File: config.mk
export PLATFORM = sky130hd
export DESIGN_NAME = baud_gen_frac
export DESIGN_NICKNAME = d
export VERILOG_FILES = /design/src/rtl/uart_pkg.sv /design/src/rtl/frac_period_counter.sv /design/src/rtl/baud_gen_frac.sv
export SDC_FILE = /design/constraint.sdc
export NUM_CORES = 1
export LEC_CHECK = 0
export BUFFER_PORTS_ARGS = -buffer_cell sky130_fd_sc_hd__buf_4
export CAP_MARGIN = 20
export CORE_ASPECT_RATIO = 2
export CORE_MARGIN = 1.5
export CORE_UTILIZATION = 56
export CTS_BUF_LIST = sky130_fd_sc_hd__clkbuf_8
export DETAILED_ROUTE_END_ITERATION = 8
export GPL_ROUTABILITY_DRIVEN = 0
export PLACE_DENSITY = 0.9
export SYNTH_ARGS = -nofsm -noshare
export SYNTH_HDL_FRONTEND = slang
export SYNTH_HIERARCHICAL = 1
export SYNTH_SLANG_ARGS = --single-unit
File: constraint.sdc
create_clock -name clk -period 3.1 [get_ports clk]
set_clock_uncertainty 0.1 [all_clocks]
set_input_delay 0.31 -clock clk [delete_from_list [all_inputs] [get_ports clk]]
set_output_delay 0.31 -clock clk [all_outputs]
set_load 0.05 [all_outputs]
File: src/rtl/uart_pkg.sv
// Shared UART timing definitions: default widths, 64 MHz divisor constants and
// the priority decode used by the baud generator.
package uart_pkg;

    localparam int UART_DIV_W      = 16;
    localparam int UART_FRAC_W     = 4;
    localparam int UART_OVERSAMPLE = 16;

    // Smallest integer divisor that still leaves a low clock between os ticks.
    localparam int MIN_DIV_INT = 2;

    // 64 MHz system clock, 16x oversampling; fraction in 1/16 clock units.
    localparam int DIV_INT_9600    = 416;
    localparam int DIV_FRAC_9600   = 11;
    localparam int DIV_INT_115200  = 34;
    localparam int DIV_FRAC_115200 = 12;
    localparam int DIV_INT_1M      = 4;
    localparam int DIV_FRAC_1M     = 0;

    typedef enum logic [1:0] {
        PH_CLEAR = 2'd0,
        PH_IDLE  = 2'd1,
        PH_RUN   = 2'd2
    } phase_e;

    function automatic phase_e phase_sel(input logic sync_clear, input logic enable);
        if (sync_clear) begin
            return PH_CLEAR;
        end
        if (!enable) begin
            return PH_IDLE;
        end
        return PH_RUN;
    endfunction

endpackage

File: src/rtl/frac_period_counter.sv
// Fractional os-period counter: integer counter plus phase accumulator, with a
// pending divisor that is swapped in only on a period boundary.
module frac_period_counter
    import uart_pkg::*;
#(
    parameter int DIV_W            = UART_DIV_W,
    parameter int FRAC_W           = UART_FRAC_W,
    parameter int DEFAULT_DIV_INT  = DIV_INT_9600,
    parameter int DEFAULT_DIV_FRAC = DIV_FRAC_9600
) (
    input  logic              clk,
    input  logic              rst,
    input  phase_e            phase,
    input  logic              load_ok,
    input  logic [DIV_W-1:0]  div_int,
    input  logic [FRAC_W-1:0] div_frac,
    output logic              os_end,
    output logic              os_tick
);

    logic [DIV_W:0]      cnt_q, cnt_d;
    logic [FRAC_W-1:0]   acc_q, acc_d;
    logic [DIV_W-1:0]    act_int_q, act_int_d;
    logic [FRAC_W-1:0]   act_frac_q, act_frac_d;
    logic [DIV_W-1:0]    pend_int_q, pend_int_d;
    logic [FRAC_W-1:0]   pend_frac_q, pend_frac_d;
    logic                os_tick_q, os_tick_d;
    logic [FRAC_W:0]     acc_sum;
    logic [DIV_W:0]      last_cnt;

    always_comb begin
        // acc_q is the phase before this period's addition; its carry stretches
        // the current period by one clock.
        acc_sum  = {1'b0, acc_q} + {1'b0, act_frac_q};
        last_cnt = {1'b0, act_int_q} + {{DIV_W{1'b0}}, acc_sum[FRAC_W]}
                   - {{DIV_W{1'b0}}, 1'b1};
        os_end   = (phase == PH_RUN) && (cnt_q == last_cnt);

        cnt_d       = cnt_q;
        acc_d       = acc_q;
        act_int_d   = act_int_q;
        act_frac_d  = act_frac_q;
        pend_int_d  = pend_int_q;
        pend_frac_d = pend_frac_q;
        os_tick_d   = os_end;

        if (load_ok) begin
            pend_int_d  = div_int;
            pend_frac_d = div_frac;
        end

        case (phase)
            PH_CLEAR: begin
                cnt_d = '0;
                acc_d = '0;
            end
            PH_IDLE: begin
                cnt_d      = '0;
                acc_d      = '0;
                act_int_d  = pend_int_q;
                act_frac_d = pend_frac_q;
            end
            default: begin
                if (os_end) begin
                    cnt_d      = '0;
                    acc_d      = acc_sum[FRAC_W-1:0];
                    act_int_d  = pend_int_q;
                    act_frac_d = pend_frac_q;
                end else begin
                    cnt_d = cnt_q + (DIV_W+1)'(1);
                end
            end
        endcase
    end

    always_ff @(posedge clk) begin
        if (rst) begin
            cnt_q       <= '0;
            acc_q       <= '0;
            act_int_q   <= DIV_W'(DEFAULT_DIV_INT);
            act_frac_q  <= FRAC_W'(DEFAULT_DIV_FRAC);
            pend_int_q  <= DIV_W'(DEFAULT_DIV_INT);
            pend_frac_q <= FRAC_W'(DEFAULT_DIV_FRAC);
            os_tick_q   <= 1'b0;
        end else begin
            cnt_q       <= cnt_d;
            acc_q       <= acc_d;
            act_int_q   <= act_int_d;
            act_frac_q  <= act_frac_d;
            pend_int_q  <= pend_int_d;
            pend_frac_q <= pend_frac_d;
            os_tick_q   <= os_tick_d;
        end
    end

    assign os_tick = os_tick_q;

endmodule

File: src/rtl/baud_gen_frac.sv
// Fractional baud-rate generator: os tick from the period counter, plus bit
// position tracking for mid-bit and bit-rate ticks and divisor-load checking.
module baud_gen_frac
    import uart_pkg::*;
#(
    parameter int DIV_W            = UART_DIV_W,
    parameter int FRAC_W           = UART_FRAC_W,
    parameter int OVERSAMPLE       = UART_OVERSAMPLE,
    parameter int DEFAULT_DIV_INT  = DIV_INT_9600,
    parameter int DEFAULT_DIV_FRAC = DIV_FRAC_9600
) (
    input  logic              clk,
    input  logic              rst,
    input  logic              enable,
    input  logic [DIV_W-1:0]  div_int,
    input  logic [FRAC_W-1:0] div_frac,
    input  logic              div_load,
    input  logic              sync_clear,
    output logic              os_tick,
    output logic              mid_tick,
    output logic              baud_tick,
    output logic              cfg_err
);

    localparam int IDX_W = $clog2(OVERSAMPLE);
    localparam logic [IDX_W-1:0] IDX_LAST = IDX_W'(OVERSAMPLE - 1);
    localparam logic [IDX_W-1:0] IDX_MID  = IDX_W'(OVERSAMPLE / 2 - 1);

    phase_e           phase;
    logic             load_ok;
    logic             load_bad;
    logic             os_end;
    logic [IDX_W-1:0] os_idx_q, os_idx_d;
    logic             mid_tick_q, mid_tick_d;
    logic             baud_tick_q, baud_tick_d;
    logic             cfg_err_q, cfg_err_d;

    assign phase    = phase_sel(sync_clear, enable);
    assign load_ok  = div_load && (div_int >= DIV_W'(MIN_DIV_INT));
    assign load_bad = div_load && !load_ok;

    frac_period_counter #(
        .DIV_W            (DIV_W),
        .FRAC_W           (FRAC_W),
        .DEFAULT_DIV_INT  (DEFAULT_DIV_INT),
        .DEFAULT_DIV_FRAC (DEFAULT_DIV_FRAC)
    ) u_period (
        .clk      (clk),
        .rst      (rst),
        .phase    (phase),
        .load_ok  (load_ok),
        .div_int  (div_int),
        .div_frac (div_frac),
        .os_end   (os_end),
        .os_tick  (os_tick)
    );

    always_comb begin
        os_idx_d    = os_idx_q;
        mid_tick_d  = 1'b0;
        baud_tick_d = 1'b0;
        cfg_err_d   = cfg_err_q;

        if (load_ok) begin
            cfg_err_d = 1'b0;
        end else if (load_bad) begin
            cfg_err_d = 1'b1;
        end

        // os_end is the same-cycle strobe behind os_tick, so the registered
        // mid/baud ticks line up with the registered os tick.
        if (phase != PH_RUN) begin
            os_idx_d = '0;
        end else if (os_end) begin
            mid_tick_d  = (os_idx_q == IDX_MID);
            baud_tick_d = (os_idx_q == IDX_LAST);
            os_idx_d    = (os_idx_q == IDX_LAST) ? '0 : os_idx_q + IDX_W'(1);
        end
    end

    always_ff @(posedge clk) begin
        if (rst) begin
            os_idx_q    <= '0;
            mid_tick_q  <= 1'b0;
            baud_tick_q <= 1'b0;
            cfg_err_q   <= 1'b0;
        end else begin
            os_idx_q    <= os_idx_d;
            mid_tick_q  <= mid_tick_d;
            baud_tick_q <= baud_tick_d;
            cfg_err_q   <= cfg_err_d;
        end
    end

    assign mid_tick  = mid_tick_q;
    assign baud_tick = baud_tick_q;
    assign cfg_err   = cfg_err_q;

endmodule

### Word-level counts from Yosys, hierarchy flattened

Index checks and enable logic that the tools add are counted.

* add/sub/neg operators: 5
* order comparisons: 1
* eq/ne operators: 6
* muxes and demuxes: 12
* bitwise operators: 2
* reduce and logical (&&, ||, !) cells: 12

Operators with widths (count)
* $pmux 16 s2: 1
* $add 16x1->17: 1
* $add 17x1->17 const B: 1
* $eq 17x17->1: 1
* $sub 17x1->17 const B: 1
* $ge 16x2->1 const B: 1
* $mux 16: 1
* $mux 2: 4
* $mux 4: 2
* $pmux 4 s2: 1
* $reduce_or 3->1: 2
* $add 4x4->5: 1
* $add 4x1->4 const B: 1
* $eq 4x3->1 const B: 1
* $eq 4x4->1 const B: 1
* $reduce_or 2->1: 2
* $reduce_or 4->1: 1
* $logic_and 1x1->1: 3
* $mux 1: 3
* $eq 2x1->1 const B: 1
* $eq 2x2->1 const B: 1
* $logic_not 2->1: 1
* $ne 2x2->1 const B: 1
* $not 1->1: 2
* other kinds (3): 3

* flip-flop bits (word level): 69
* input port bits: 25
* output and inout port bits: 4
* logic and storage cells: 49

### Longest topological paths before layout

Gate-level depths: netlist of the first run.

* word-level depth: 8
* gate-level depth with buffers: 18
* depth with buffers taken out: 17

### Cells and area by module

Netlist of the first run, hierarchy kept.

Modules (own cells, without submodules)
* frac_period_counter: instances 1, cells an instance 318, area each 3037.9 sq um, sequential area each 1241.2 sq um
* baud_gen_frac: instances 1, cells an instance 38, area each 335.3 sq um, sequential area each 140.1 sq um

### Least setup slack after synthesis of the first run

OpenSTA, ideal clock, no wires.

* path kind: register to register
* start: reg u_period.acc_q[0]
* end: reg os_idx_q[2]
* setup time: 0.120 ns
* arrival time: 3.210 ns
* required time: 2.880 ns
* path slack: -0.329 ns
* stages on the path, launching flop included: 19
* path buffers: 1
* period minus slack after synthesis: 3.429 ns
* cells stage by stage: dfxtp_1 -> ha_1 -> inv_1 -> fa_1 -> inv_1 -> a21o_1 -> a21oi_1 -> ha_1 -> ha_1 -> nor3b_2 -> and4_1 -> a211o_1 -> nand3_1 -> and2_1 -> nor4b_1 -> clkbuf_1 -> nand2_1 -> xor2_1 -> nor2_1

* cells in the longest elaborated chain, start to end: 5

RTL lines
* start, declared: line frac_period_counter.sv:22 `logic [FRAC_W-1:0] acc_q, acc_d;`
* start signal, assigned: line frac_period_counter.sv:79 `acc_q <= '0;`
* start signal, assigned: line frac_period_counter.sv:87 `acc_q <= acc_d;`
* $add 4x4->5: line frac_period_counter.sv:34 `acc_sum = {1'b0, acc_q} + {1'b0, act_frac_q};`
* $add 16x1->17: line frac_period_counter.sv:35 `last_cnt = {1'b0, act_int_q} + {{DIV_W{1'b0}}, acc_sum[FRAC_W]}`
* $sub 17x1->17: line frac_period_counter.sv:36 `- {{DIV_W{1'b0}}, 1'b1};`
* $eq 17x17->1: line frac_period_counter.sv:37 `os_end = (phase == PH_RUN) && (cnt_q == last_cnt);`
* $logic_and 1x1->1: line frac_period_counter.sv:37
* via os_end: line baud_gen_frac.sv:32 `logic os_end;`
* end signal, assigned: line baud_gen_frac.sv:88 `os_idx_q <= os_idx_d;`
* end, declared: line baud_gen_frac.sv:33 `logic [IDX_W-1:0] os_idx_q, os_idx_d;`

The timed path passes the listed nets, and every way through them passes these cells.
A chain may end at the register's enable or synchronous reset.

### Final worst setup path of the first run

* start: reg u_period.act_frac_q[0]
* end: reg u_period.act_int_q[8]

* cells in the longest elaborated chain, start to end: 7

RTL lines
* start, declared: line frac_period_counter.sv:24 `logic [FRAC_W-1:0] act_frac_q, act_frac_d;`
* start signal, assigned: line frac_period_counter.sv:81 `act_frac_q <= FRAC_W'(DEFAULT_DIV_FRAC);`
* start signal, assigned: line frac_period_counter.sv:89 `act_frac_q <= act_frac_d;`
* $add 4x4->5: line frac_period_counter.sv:34
* $add 16x1->17: line frac_period_counter.sv:35
* $sub 17x1->17: line frac_period_counter.sv:36
* $eq 17x17->1: line frac_period_counter.sv:37
* $logic_and 1x1->1: line frac_period_counter.sv:37
* $reduce_bool 2->1 (no source line)
* $reduce_and 2->1 (no source line)
* end signal, assigned: line frac_period_counter.sv:80 `act_int_q <= DIV_W'(DEFAULT_DIV_INT);`
* end signal, assigned: line frac_period_counter.sv:88 `act_int_q <= act_int_d;`
* end, declared: line frac_period_counter.sv:23 `logic [DIV_W-1:0] act_int_q, act_int_d;`

No other way between the ends.

==> run metrics, run 1 <==
final setup vio count=48; total core area=5760 sq um; FF-to-FF path depth=19; largest net degree at the start of global routing=28; Total Power=1.92 mW; post-DR wirelength/cell=24.4 um; Slew HR=48.0%; Worst R2R Setup Slack=-710 ps; Static Leakage=1.94 nW; Syn. warnings=6; Hold Path Class=in -> reg; CP Data Arrival Time=3950 ps; Fillers=299; antenna violations before repair=0; I/O Pins=29; Via Count=3325; Initial Util=58.6%; area growth from synthesis to final layout=36.1%; DP Wirelength=5.56 mm; Final Hold Vio Count=0; vias per cell=6.72; start of the worst register-to-register path=u_period/act_frac_q[0]; placed cells=447; hold slack=84.6 ps; fin crit share=123%; CTS tree=yes; Row Count=39; worst slack, placed=-422 ps; crit start category=flop; post-synthesis sequential element count=69; RSZ-0062 raised after global routing=true; Slew Viols, Final=0; Post-Syn Area=3370 sq um; top area cells in the synthesized netlist=dfxtp_1 41%, xnor2_1 6.8%, mux2i_1 5.3%; max-cap violation count=0; htree depth=3; Die W=57.9 um; ant diodes=0; fin cells=495; Iteration-0 DRC Markers=299; Num CTS Buffers=9; DRT Pass-1 Iters=7; critical hold path startpoint=div_frac[3]; Pwr Density=419 nW/um^2; min cycle time layout=3810 ps; share of layout cells above drive strength 1=36.9%; Die Height=113 um; DRC=2; status=complete, but fails checks; Yosys cell types=49; Fin Setup TNS=-29980 ps; CP required=3240 ps; synthesized instance count=356; cell taking the most area after synthesis=dfxtp_1; Final WS setup=-713 ps; Synthesized Nets=390; register area=1390 sq um; CTS Buffer Depth=2; global-route wire length before repair=15.2 mm; sequential-to-total area share from yosys stat=40.9%; Sink Count=69; reg-to-reg endpoint=u_period/act_int_q[8]; share of the synthesized area in the top cell type=40.9%; Peak VDD IR=0.445 mV; Routed WL=12.1 mm; syn_area_per_cell=9.48 sq um; Crit Path Class=reg -> reg; Final ANT Viol Nets=0; nets=463; Crit Path Max Fanout=5; total track usage=31.1%; ys flop type=dfxtp_1; Async S/R FF share, synth=0%; worst skew pair latency=360 ps; failing checks=design-rule violations, negative setup slack; hold path cells=3; cts hold-fix bufs=0; vias in the first global route=3131; Die ar.=6530 sq um; CTS clk-pin slew, worst paths=70 ps; maximum clock rate=262 MHz; clk root buf=clkbuf_8; worst-margin pin slew=774 ps; Post-synth EDFFs=0; PortBufs=28; element type at the critical path end=flop; area occupied by multi-input gates=2170 sq um; hold endpoint=u_period/pend_frac_q[3]; total global routing overflow=0
==> cell families (layout without fill, tap and decap cells) <==
kind of cell             Yosys count  count (layout)  share of synthesized area, %
XOR/XNOR                          41              41                          10.6
AND/OR/NAND/NOR                  132             132                          21.6
adder cells (fa/ha/maj)            9               9                          3.56
buffers and inverters             37             115                          5.45
multiplexers                      18              18                          5.34
flip-flops                        69              69                          40.9
AO/OA/AOI/OAI                     50              50                          12.4
==> cell usage in the layout, fill, tap and decap left out, drive strengths merged, types with 15 or more instances in the layout <==
| cell type | Yosys | layout |
|---|---|---|
| dfxtp | 69 | 69 |
| nand2 | 22 | 22 |
| mux2i | 18 | 18 |
| xnor2 | 26 | 26 |
| xor2 | 15 | 15 |
| inv | 21 | 22 |
| nand3 | 16 | 16 |
| buf | 9 | 75 |
| nor3 | 27 | 27 |
| nor2 | 28 | 28 |
==> layout make-up <==
cell class / count / area share [%]
multi-input combinational: 250 / 47.2
sequential: 69 / 30.2
timing repair buffer: 77 / 14.6
clock buffer: 11 / 3.30
inverter: 22 / 1.80
tap: 61 / 1.66
clock inverter: 5 / 1.25
==> synth_stat cells (all sizes together), types with 2 or more instances <==
| library cell | number |
|---|---|
| nand3b | 2 |
| nand3 | 16 |
| xor2 | 15 |
| nor2b | 5 |
| o211ai | 7 |
| nand2b | 2 |
| dfxtp | 69 |
| and3 | 9 |
| a31oi | 2 |
| a22o | 14 |
| o21ai | 3 |
| nand4 | 2 |
| ha | 8 |
| nor4 | 8 |
| xnor2 | 26 |
| nor3b | 3 |
| mux2i | 18 |
| a22oi | 6 |
| nor4b | 3 |
| a21oi | 7 |
| nand2 | 22 |
| inv | 21 |
| and2 | 2 |
| nor2 | 28 |
| buf | 9 |
| clkbuf | 6 |
| a41oi | 2 |
| a21o | 2 |
| nor3 | 27 |
==> through the flow <==
step | utilization, % | area [sq um]
6_report | 79.7 | 4590
5_1_grt | 79.7 | 4590
4_1_cts | 73.9 | 4260
3_5_place_dp | 66.0 | 3800
3_3_place_gp | 66.0 | 3800
2_1_floorplan | - | 3450
==> where the power goes <==
group	total (mW)	internal [mW]	switching, mW
Sequential	0.934	0.909	0.0251
Clock	0.767	0.416	0.351
Combinational	0.222	0.101	0.121
==> critical path: stages (launching register included) <==
cell and delay (ps):
dfxtp_4 370, ha_4 130, inv_2 40, fa_2 360, inv_2 80, a21o_1 140, a21oi_2 70, ha_4 180
ha_4 170, nor3b_4 160, buf_4 160, a21oi_2 130, o211ai_1 180, nor4_4 340, buf_4 200, nand3_4 100
o41ai_4 320, buf_6 200, buf_12 130, a22oi_1 100
==> layer usage <==
layer  vias up  track usage (%)  wire (um)
met4         0             21.7        895
met2       245             56.2       6100
met1      1584             30.5       4150
met5         -                0          0
met3        99             5.49        938
li1       1397                -          -
==> state kept, by name, summed over array words and instances, names as in the netlist <==
signal / cells
u_period/os_tick: 1
mid_tick: 1
u_period/act_int_q: 16
u_period/pend_frac_q: 4
cfg_err: 1
u_period/cnt_q: 17
u_period/act_frac_q: 4
u_period/acc_q: 4
os_idx_q: 4
u_period/pend_int_q: 16
baud_tick: 1
==> worst max path at each step <==
stage          depth (start not counted)  slack, ps                    from                     end
6_report                              19       -710  u_period/act_frac_q[0]   u_period/act_int_q[8]
5_1_grt                               18       -770  u_period/act_frac_q[0]   u_period/act_int_q[8]
4_1_cts                               17       -380  u_period/act_frac_q[0]             os_idx_q[3]
3_5_place_dp                          17       -420  u_period/act_frac_q[0]             os_idx_q[3]
3_3_place_gp                          17       -340  u_period/act_frac_q[0]  u_period/act_frac_q[1]
2_1_floorplan                         18        -90  u_period/act_frac_q[0]             os_idx_q[2]
==> timing repair <==
item,4_1_cts,5_1_grt
hold endpoints to repair,0,0
gates cloned,0,3
setup endpoints to repair,48,48
setup buffers,24,8
gates resized for setup,15,42
pin swaps,5,32
Power figures use the tool's default switching activity.
==> run 2: changes to the inputs <==
- BUFFER_PORTS_ARGS: -buffer_cell sky130_fd_sc_hd__buf_4 -> -buffer_cell sky130_fd_sc_hd__buf_2
- CORE_MARGIN: 1.5 -> not set
- PLACE_DENSITY: 0.9 -> 0.79
==> run metrics, run 2 (synthesis results as in run 1) <==
post-DR wirelength/cell=17.0 um; logic gate share of total power=10.2%; sw frac=23.3%; global-route wire length before repair=12.2 mm; min cycle time layout=3550 ps; total global routing overflow=0; failing checks=negative setup slack; Total Power=1.83 mW; area occupied by multi-input gates=2020 sq um; worst-margin pin slew=673 ps; share of power burned in registers=50.9%; CP Data Arrival Time=3680 ps; area growth from synthesis to final layout=23.4%; Static Leakage=1.72 nW; DRT Pass-1 Iters=4; vias per cell=5.92; Sink Count=69; Pwr Density=439 nW/um^2; CTS clk-pin slew, worst paths=70 ps; fin util=72.3%; Clock Power Share=38.9%; htree depth=3; Slew HR=55.0%; nets=443; worst slack, placed=-391 ps; clk root buf=clkbuf_8; Fillers=407; Final WS setup=-451 ps; Via Count=2795; fin crit share=115%; Row Count=39; Num CTS Buffers=9; Largest register FFs=17; ant diodes=0; NetSw=0.426 mW; vias in the first global route=2729; PortBufs=28; status=complete, but fails checks; max-cap violation count=0; crit start category=flop; Fin Setup TNS=-18710 ps; Die ar.=6360 sq um; antenna violations before repair=0; DP Wirelength=5.37 mm; Final ANT Viol Nets=0; total core area=5760 sq um; Top reg by flops=u_period/cnt_q; element type at the critical path end=flop; cts hold-fix bufs=0; RSZ-0062 raised after global routing=true; Largest regs=u_period/cnt_q x17, u_period/act_int_q x16, u_period/pend_int_q x16; Die Height=112 um; Final Hold Vio Count=0; Crit Path Class=reg -> reg; Crit Path Max Fanout=20; Routed WL=8.01 mm; Slew Viols, Final=0; worst skew pair latency=340 ps; commonest non-fill, non-tap cell in the layout=dfxtp_1; CTS tree=yes; Initial Util=58.6%; Pint=1.40 mW; DRC=0; Iteration-0 DRC Markers=120; I/O Pins=29; CP required=3230 ps; Die W=56.9 um; Hold Path Class=in -> reg; Peak VDD IR=0.511 mV; final setup vio count=48; total track usage=24.6%; register area=1380 sq um; largest net degree at the start of global routing=28; most frequent cells in the layout=67 x dfxtp_1, 28 x nor2_1, 28 x buf_2, 24 x xnor2_1; maximum clock rate=282 MHz; share of layout cells above drive strength 1=31.9%; CTS Buffer Depth=2
[run 2: worst paths after layout]
| check | startpoint | to | slack [ps] | cells after the start |
|---|---|---|---|---|
| worst min-delay path | div_frac[3] | u_period/pend_frac_q[3] | 90 | 3 |
| worst max register to register | u_period/act_frac_q[0] | u_period/act_int_q[7] | -450 | 18 |
| worst min register to register | u_period/pend_frac_q[0] | u_period/act_frac_q[0] | 370 | 2 |
| worst max-delay path | u_period/act_frac_q[0] | u_period/act_int_q[7] | -450 | 18 |
[run 2: area by class of cell]
| cell class | instances | area share (%) |
|---|---|---|
| Multi-Input combinational cell | 250 | 48.5 |
| Sequential cell | 69 | 33.2 |
| Timing Repair Buffer | 57 | 10.0 |
| Clock buffer | 11 | 3.64 |
| Inverter | 22 | 1.98 |
| Tap cell | 61 | 1.83 |
| Clock inverter | 2 | 0.842 |
[run 2: per-layer routing]
layer | GRT usage [%] | vias to the layer above | part of all wire [%]
met2 | 44.3 | 81 | 56
met3 | 4.76 | 28 | 3.3
li1 | - | 1363 | -
met5 | 0 | - | 0
met1 | 25.2 | 1323 | 37
met4 | 15.0 | 0 | 4.1
[run 2: timing repair]
action | CTS | global route
pin swaps | 3 | 19
cloned | 0 | 2
gates resized for setup | 9 | 17
buffers inserted | 1 | 9
endpoints found under the setup margin | 48 | 48
[run 2: metrics by stage]
stage,instances,cell area [sq um],hold slack (ps)
6_report,472,4160,87.1
2_1_floorplan,356,3450,280
5_1_grt,472,4160,90.9
3_3_place_gp,447,3730,350
4_1_cts,461,3970,80.9
3_5_place_dp,447,3730,363
[run 2: power groups by stage]
stage | Combinational (mW) | Sequential [mW] | Clock, mW
5_1_grt | 0.200 | 0.931 | 0.755
2_1_floorplan | 0.103 | 0.943 | 0
3_3_place_gp | 0.148 | 0.946 | 0
6_report | 0.186 | 0.929 | 0.711
3_5_place_dp | 0.152 | 0.947 | 0
4_1_cts | 0.160 | 0.928 | 0.719
[run 2: critical path: stages (launching register included)]
cell and delay [ps]:
dfxtp_2 340, ha_4 160, inv_2 40, fa_2 180, inv_2 30, a21o_1 150, a21oi_2 160, ha_4 190
ha_4 140, buf_4 110, nor4b_1 530, nor4_4 120, a21oi_2 140, o21ai_2 100, buf_4 140, and3_4 160
a311oi_4 350, buf_12 200, a22oi_1 80
